--- src/rtl/key_event_fifo_if.sv ---
// Key event stream interface: show-ahead event head plus consumer ready.
// Ports: evt_valid (head valid), evt_code (key index at head), evt_ready (consumer accept).
// Modports: master = event producer (FIFO), slave = event consumer.
interface key_event_fifo_if #(
  parameter int CODE_W = 2
);
  logic              evt_valid;
  logic              evt_ready;
  logic [CODE_W-1:0] evt_code;

  modport master (output evt_valid, output evt_code, input evt_ready);
  modport slave  (input evt_valid, input evt_code, output evt_ready);
endinterface

--- src/rtl/key_event_fifo.sv ---
// Serialises per-key press pulses into encoded key indices buffered in a show-ahead FIFO.
// Latency: pulse in cycle t -> evt_valid during cycle t+2 (pending stage, then FIFO write).
// Backpressure: while full, pending bits wait for space; a repeat press on a waiting key sets sticky ovf.
// Ports: clk, rst_n (async active-low), key_pulse[N], evt (master modport: evt_valid/evt_code/evt_ready),
//        ovf (sticky lost-event flag), ovf_clr (synchronous clear, loses to a simultaneous set).
module key_event_fifo #(
  parameter int N      = 4,
  parameter int CODE_W = 2,
  parameter int DEPTH  = 4,
  parameter int PTR_W  = 2
) (
  input  logic                    clk,
  input  logic                    rst_n,
  input  logic [N-1:0]            key_pulse,
  key_event_fifo_if.master        evt,
  output logic                    ovf,
  input  logic                    ovf_clr
);

  localparam logic [PTR_W:0] LP_DEPTH = (PTR_W+1)'(DEPTH);

  logic [N-1:0]      r_pending;
  logic [CODE_W-1:0] r_mem [DEPTH];
  logic [PTR_W-1:0]  r_wr_ptr;
  logic [PTR_W-1:0]  r_rd_ptr;
  logic [PTR_W:0]    r_count;
  logic              r_ovf;

  logic              w_pop;
  logic              w_push_ok;
  logic              w_push;
  logic [N-1:0]      w_low;
  logic [CODE_W-1:0] w_low_idx;
  logic [N-1:0]      w_grant;
  logic              w_ovf_set;

  // Pop only when the head is valid; ready on an empty FIFO is ignored.
  assign w_pop     = (r_count != '0) & evt.evt_ready;
  // A same-cycle pop frees the slot the push needs, so full+pop still accepts.
  assign w_push_ok = (r_count < LP_DEPTH) | w_pop;

  // Lowest-index pending key wins; scanning downward leaves the lowest hit last.
  always_comb begin
    w_low     = '0;
    w_low_idx = '0;
    for (int i = N-1; i >= 0; i--) begin
      if (r_pending[i]) begin
        w_low     = '0;
        w_low[i]  = 1'b1;
        w_low_idx = CODE_W'(i);
      end
    end
  end

  assign w_grant = w_push_ok ? w_low : '0;
  assign w_push  = |w_grant;

  // A new press on a key still waiting (and not leaving this cycle) merges and is lost.
  assign w_ovf_set = |(key_pulse & r_pending & ~w_grant);

  always_ff @(posedge clk or negedge rst_n) begin
    if (!rst_n) begin
      r_pending <= '0;
      r_wr_ptr  <= '0;
      r_rd_ptr  <= '0;
      r_count   <= '0;
      r_ovf     <= 1'b0;
      for (int i = 0; i < DEPTH; i++) begin
        r_mem[i] <= '0;
      end
    end else begin
      r_pending <= (r_pending & ~w_grant) | key_pulse;

      if (w_push) begin
        r_mem[r_wr_ptr] <= w_low_idx;
        r_wr_ptr        <= r_wr_ptr + PTR_W'(1);
      end

      if (w_pop) begin
        r_rd_ptr <= r_rd_ptr + PTR_W'(1);
      end

      case ({w_push, w_pop})
        2'b10:   r_count <= r_count + (PTR_W+1)'(1);
        2'b01:   r_count <= r_count - (PTR_W+1)'(1);
        default: r_count <= r_count;
      endcase

      if (w_ovf_set) begin
        r_ovf <= 1'b1;
      end else if (ovf_clr) begin
        r_ovf <= 1'b0;
      end
    end
  end

  assign evt.evt_valid = (r_count != '0);
  assign evt.evt_code  = r_mem[r_rd_ptr];
  assign ovf           = r_ovf;

endmodule

--- src/flat_wrapper.sv ---
// flat-port wrapper written by rule: the top's interface ports become plain ports
module key_event_fifo_flat 
#(
  parameter int N      = 4,
  parameter int CODE_W = 2,
  parameter int DEPTH  = 4,
  parameter int PTR_W  = 2
)
  (clk, rst_n, key_pulse, ovf, ovf_clr, evt_evt_valid, evt_evt_code, evt_evt_ready);
  key_event_fifo_if #(.CODE_W(CODE_W)) evt_i ();
  input  logic clk;
  input  logic rst_n;
  input  logic [N-1:0] key_pulse;
  output logic ovf;
  input  logic ovf_clr;
  output wire logic [$bits(evt_i.evt_valid)-1:0] evt_evt_valid;
  output wire logic [$bits(evt_i.evt_code)-1:0] evt_evt_code;
  input wire logic [$bits(evt_i.evt_ready)-1:0] evt_evt_ready;
  assign evt_evt_valid = evt_i.evt_valid;
  assign evt_evt_code = evt_i.evt_code;
  assign evt_i.evt_ready = evt_evt_ready;
  key_event_fifo #(.N(N), .CODE_W(CODE_W), .DEPTH(DEPTH), .PTR_W(PTR_W)) u_core (.clk(clk), .rst_n(rst_n), .key_pulse(key_pulse), .evt(evt_i), .ovf(ovf), .ovf_clr(ovf_clr));
endmodule
--- config.mk ---
export PLATFORM = sky130hd
export DESIGN_NAME = key_event_fifo_flat
export DESIGN_NICKNAME = d
export VERILOG_FILES = /design/src/rtl/key_event_fifo_if.sv /design/src/rtl/key_event_fifo.sv /design/src/flat_wrapper.sv
export SDC_FILE = /design/constraint.sdc
export NUM_CORES = 1
export LEC_CHECK = 0
export CAP_MARGIN = 40
export CORE_MARGIN = 10
export CORE_UTILIZATION = 51
export CTS_BUF_LIST = sky130_fd_sc_hd__clkbuf_4
export CTS_CLUSTER_SIZE = 10
export DETAILED_ROUTE_END_ITERATION = 12
export PLACE_DENSITY = 0.86
export SLEW_MARGIN = 20
export SYNTH_ARGS = -nofsm -noshare
export SYNTH_HDL_FRONTEND = slang
export SYNTH_SLANG_ARGS = --single-unit
--- constraint.sdc ---
create_clock -name clk -period 2.3 [get_ports clk]
set_input_delay 0.46 -clock clk [delete_from_list [all_inputs] [get_ports clk]]
set_output_delay 0.46 -clock clk [all_outputs]
set_load 0.03 [all_outputs]
Word level (Yosys, flattened, before mapping)
Index checks and enable logic that the tools add are counted.
{ "totals": {"reg_bits": 20, "in_bits": 8, "out_inout_bits": 4} }
{ "op_classes": {"add_sub_neg": 4, "order_cmp": 4, "eq_ne": 2, "muxes": 18, "bitwise": 9, "n_reduce_logical": 6} }
{ "op_table": {"columns": ["op", "n"], "rows": [
  ["2-to-1 mux 4 bit", 5],
  ["2-to-1 mux 2 bit", 7],
  ["AND 4 bit", 3],
  ["bitwise mux 8 bit", 1],
  ["OR reduction 4 bit", 2],
  ["greater-or-equal comparator 3 bit (second input constant)", 2],
  ["NOT 2 -> 3 bit", 2],
  ["case mux 3 bit (2 select lines)", 1],
  ["adder 2 x 1 -> 2 bit (second input constant)", 2],
  ["binary-select mux 2 bit (select 2 bit)", 1],
  ["demux 2 bit (select 2 bit)", 1],
  ["NOT 4 bit", 1],
  ["OR 4 bit", 1],
  ["nonzero test 2 bit", 2],
  ["adder 3 x 1 -> 3 bit (second input constant)", 1],
  ["< comparator 3 x 1 -> 1 bit (second input constant)", 1],
  ["< comparator 3 bit (second input constant)", 1],
  ["nonzero test 3 bit", 1],
  ["subtractor 3 x 1 -> 3 bit (second input constant)", 1],
  ["== test 2 x 1 -> 1 bit (second input constant)", 1],
  ["== test 2 bit (second input constant)", 1],
  ["2-to-1 mux 1 bit", 2],
  ["AND 1 bit", 1],
  ["logical AND 1 bit", 1],
  ["OR 1 bit", 1]
]} }

Depth between registers and ports, before layout
{ "depth": {"depth_word": 9, "mapped_depth": 11} }

Worst setup path before layout
OpenSTA, ideal clock, no wires.
{ "synth_path": {"kind": "register -> register", "startpoint": "register u_core.r_pending[0]", "endpoint": "register u_core.r_count[2]", "setup_ns": 0.079, "arrival_ns": 2.309, "required_ns": 2.221, "slack_ns": -0.089, "path_stages_with_launch": 12, "n_path_buf": 2, "cell_sequence": "dfrtp_1 > buf_6 > or4_4 > buf_6 > and2_4 > inv_2 > ha_1 > inv_1 > fa_1 > xor2_1 > nor2_1 > xor2_1"} }
{ "synth_between": {"elab_chain_len": 5, "elab_cells_between_ends": 7} }
{ "synth_lines": {"columns": ["element", "line", "source"], "rows": [
  ["from (decl)", "key_event_fifo.sv:22", "logic [N-1:0] r_pending;"],
  ["from (signal assigned)", "key_event_fifo.sv:72", "r_pending <= (r_pending & ~w_grant) | key_pulse;"],
  ["2-to-1 mux 4 bit (*)", "key_event_fifo.sv:47", "if (r_pending[i]) begin"],
  ["2-to-1 mux 4 bit (*)", "key_event_fifo.sv:55", "assign w_grant = w_push_ok ? w_low : '0;"],
  ["OR reduction 4 bit (*)", "key_event_fifo.sv:56", "assign w_push = |w_grant;"],
  ["== test 2 x 1 -> 1 bit / == test 2 bit (equally long branches)", "key_event_fifo.sv:83", "case ({w_push, w_pop})"],
  ["case mux 3 bit (2 select lines) / nonzero test 2 bit (equally long branches)", null, null],
  ["to (signal assigned)", "key_event_fifo.sv:84", "2'b10: r_count <= r_count + (PTR_W+1)'(1);"],
  ["to (signal assigned)", "key_event_fifo.sv:85", "2'b01: r_count <= r_count - (PTR_W+1)'(1);"],
  ["to (signal assigned)", "key_event_fifo.sv:86", "default: r_count <= r_count;"],
  ["to (decl)", "key_event_fifo.sv:26", "logic [PTR_W:0] r_count;"]
]} }
Mark *: on every way between the ends. The rest lies on a longest branch, timed or not.
A chain may end at the register's enable or synchronous reset.

Worst setup path in the final report
{ "layout_path": {"startpoint": "register u_core.r_pending[3]", "endpoint": "register u_core.r_count[2]"} }
{ "layout_between": {"elab_chain_len": 8, "elab_cells_between_ends": 10} }
{ "layout_lines": {"columns": ["element", "line"], "rows": [
  ["2-to-1 mux 4 bit (*) (4 in series)", "key_event_fifo.sv:47"],
  ["2-to-1 mux 4 bit (*)", "key_event_fifo.sv:55"],
  ["OR reduction 4 bit (*)", "key_event_fifo.sv:56"],
  ["== test 2 x 1 -> 1 bit / == test 2 bit (equally long branches)", "key_event_fifo.sv:83"],
  ["case mux 3 bit (2 select lines) / nonzero test 2 bit (equally long branches)", null]
]} }
Marks and branches as above.

==> impl_results.md <==
- I/O pins: 12
- Run status: completed
- ANT cells: 0
- Max-Cap Viols: 0
- Cell Area, Placed: 0.00126 sq mm
- Initial DRC Count: 3
- Yosys cell types: 33
- Multi-input gate area: 510 sq um
- Final min period: 2.21 ns
- Vias in the first global route: 741
- Antenna Nets Post-Route: 0
- Cts bufs inserted: 3
- Flop pwr share: 41.0%
- Detailed Route WL: 1970 um
- Clock Path Buffers: 2
- Area Growth Syn to Fin: 22.0%
- Worst endpoint required time: between 2 and 3 ns
- Family with the most delay on the worst path: simple AND/OR/NAND/NOR gates
- Max IR drop VDD: 0.000738 V
- Synthesized area: 0.00105 sq mm
- Slew Limit Headroom: 71.6%
- Wire length per cell: roughly 15 um
- Crit path launch type: register
- Cells after Synth: 83
- CP Capture Type: register
- WP buf/inv: 2
- Initial antenna violation count: 0
- Setup TNS: 0 ns
- DR DRC count: 0
- Chip Height: about 65 um
- Clock transition at the registers of the reported paths: approximately 0.10 ns
- Static leakage: 0.590 nW
- CP max stage delay: 0.56 ns
- Core area: 0.00196 sq mm
- P_sw: 566 uW
- Clk_skew: roughly 0.0042 ns
- Dominant cells by area after synthesis: dfrtp_1 (48%), mux2_1 (8.6%), ha_1 (5.9%), mux4_2 (4.3%), nand3_2 (3.8%)
- Via density: between 5 and 6
- Clock Sinks: 20
- Final setup fails: 0
- IO Port Bufs: 11
- Sw Share: 38.5%
- Starting Density: a little over half
- Combinational group share of total power: 48.0%
- Total grt overflow: 0
- Cell Chain, Critical Path: or4_4 > and2_4 > inv_2 > ha_4 > inv_2 > fa_2 > xor2_1 > nor2_1 > xor2_1
- Share of layout cells above drive strength 1: 25.7%
- Final hold violation count: 0
- Row count: 16
- Sequential share of the synthesized area: a little under half
- Synth top area share: 47.6%
- Drt pass-1 iters: 3
- Die ar.: 0.00428 sq mm
- Total number of vias: approximately 700
- Commonest cells after routing, fill and taps aside: dfrtp_1 (20), buf_4 (10), clkdlybuf4s50_1 (9)
- Critical path's slowest cell: or4_4
- FILL cells: 168
- Die width: 65.4 um
- Clock root buffer: clkbuf_4
- RSZ-0062 raised after global routing: no
- FF/Latch Area: 500 sq um
- Power density over the cells: 1150 mW/mm^2
- CTS tree: done
- CTS H-tree depth: 1
- Power Internal: 905 uW
- Clock power share: 11.0%
- Most common cell after layout, fill and taps aside: dfrtp_1
- First-pass GRT wire length: ~3300 um
- FF+latch count, synth: 20
- YS warnings: 0
- Setup CP Type: reg2reg
- Post-layout instance area: 0.00128 sq mm
- Post-layout nets: 121
- Gpl congestion: 0.807
- Critical path peak fanout: 3
- Least-Margin Pin Slew: roughly 0.43 ns
- Worst-Skew Late Latency: 0.30 ns
- Crit share post-route: around 96%
- Largest area contributor in the netlist: dfrtp_1
- FMAX: 0.453 GHz
- Synth Area per Inst: 12.7 sq um
- GRT Total Usage: under 10%
- Worst min path class: in2async
- Largest net degree at the start of global routing: 21
- Fin. max-slew vios: 0
- DP HPWL: roughly 1600 um
- Syn nets: between 90 and 100
- CP Data Arrival Time: 2.43 ns
-- power groups by stage --
stage | Clock, mW | Sequential [mW] | Combinational, mW
final | 0.162 | 0.603 | 0.706
after global routing | 0.181 | 0.628 | 0.777
after CTS | 0.165 | 0.604 | 0.717
after detailed placement | 0 | 0.612 | 0.733
after global placement | 0 | 0.600 | 0.693
after floorplan | 0 | 0.585 | 0.524
-- cell families (layout without fill, tap and decap cells) --
logic type / count (synthesis) / after routing / synth area share (%)
xor gates and xnor gates: 6 / 6 / 5.71
DFF: 20 / 20 / 47.6
AOI/OAI and AO/OA: 11 / 11 / 8.09
adders and majority gates: 6 / 6 / 7.85
and+or+nand+nor: 18 / 18 / 11.7
buffers and inverters: 11 / 33 / 5.35
muxes: 11 / 11 / 13.8
-- metal layers --
layer	track usage (%)	routed length, um
met1	12.0	896
met2	16.0	989
met3	1.53	39
met4	5.61	46
met5	0	0
-- final timing paths --
path	slack, ns	startpoint	end	cells after the start
hold / removal	0.49	rst_n	u_core.r_mem[5]$_DFFE_PN0P_	2
min in group clk	0.50	u_core.r_mem[4]$_DFFE_PN0P_	u_core.r_mem[4]$_DFFE_PN0P_	1
max in group asynchronous	1.60	rst_n	u_core.r_count[1]$_DFFE_PN0P_	2
hold reg to reg	0.50	u_core.r_mem[4]$_DFFE_PN0P_	u_core.r_mem[4]$_DFFE_PN0P_	1
setup reg to reg	0.09	u_core.r_pending[3]$_DFF_PN0_	u_core.r_count[2]$_DFFE_PN0P_	9
setup / recovery	0.09	u_core.r_pending[3]$_DFF_PN0_	u_core.r_count[2]$_DFFE_PN0P_	9
-- worst reg2reg max path: cells and delay by family (launching register included) --
kind	cells	cell delay (ns)
DFF	1	0.39
buffers and inverters	2	0.10
and+or+nand+nor	3	0.85
adders and majority gates	2	0.49
xor gates and xnor gates	2	0.31
-- cells in the mapped netlist --
cell type,count
nand3_2,4
buf_6,2
nor2b_1,1
nand2_1,2
nand2b_1,4
o41ai_1,1
a21oi_1,1
inv_1,8
o21ai_0,1
o211ai_1,1
o31a_1,1
a32oi_1,1
mux2i_1,1
inv_2,1
nor3_1,1
or4_4,1
dfrtp_1,20
ha_1,5
o21ai_2,1
xor2_1,3
and2_4,1
xnor2_2,1
o311ai_0,1
or3_1,1
a21o_1,1
o2111ai_1,1
o31ai_1,1
mux4_2,2
nand3_1,1
xnor2_1,2
nor2_1,2
fa_1,1
mux2_1,8
-- through the flow --
stage          instances  hold slack [ns]  setup slack [ns]  utilization, %  power (mW)
6_report             132            0.494            0.0949            65.4        1.47
3_5_place_dp         128            0.482           -0.0363            64.0        1.34
5_1_grt              132            0.501            0.0197            65.4        1.59
4_1_cts              131            0.506            0.0361            65.1        1.49
3_3_place_gp         128            0.469            0.0677            64.0        1.29
2_1_floorplan         83            0.164            0.0208               -        1.11
-- timing repair --
action,in CTS,in global routing
pin swaps,0,2
setup buffers,0,1
resized for setup,2,0
endpoints found under the setup margin,2,1
hold buffers,0,0
-- final cells by class --
class                           count  area share, %
Inverter                            9           2.63
Tap cell                           27           2.63
Multi-Input combinational cell     52           39.8
Sequential cell                    20           39.0
Clock buffer                        3           1.75
Timing Repair Buffer               21           14.2
-- registers in the layout (all words and copies together), names as in the netlist --
| name | flops |
|---|---|
| u_core.r_pending | 4 |
| u_core.r_rd_ptr | 2 |
| u_core.r_count | 3 |
| u_core.r_mem | 8 |
| u_core.r_wr_ptr | 2 |
| u_core.ovf | 1 |
Power figures use the tool's default switching activity.
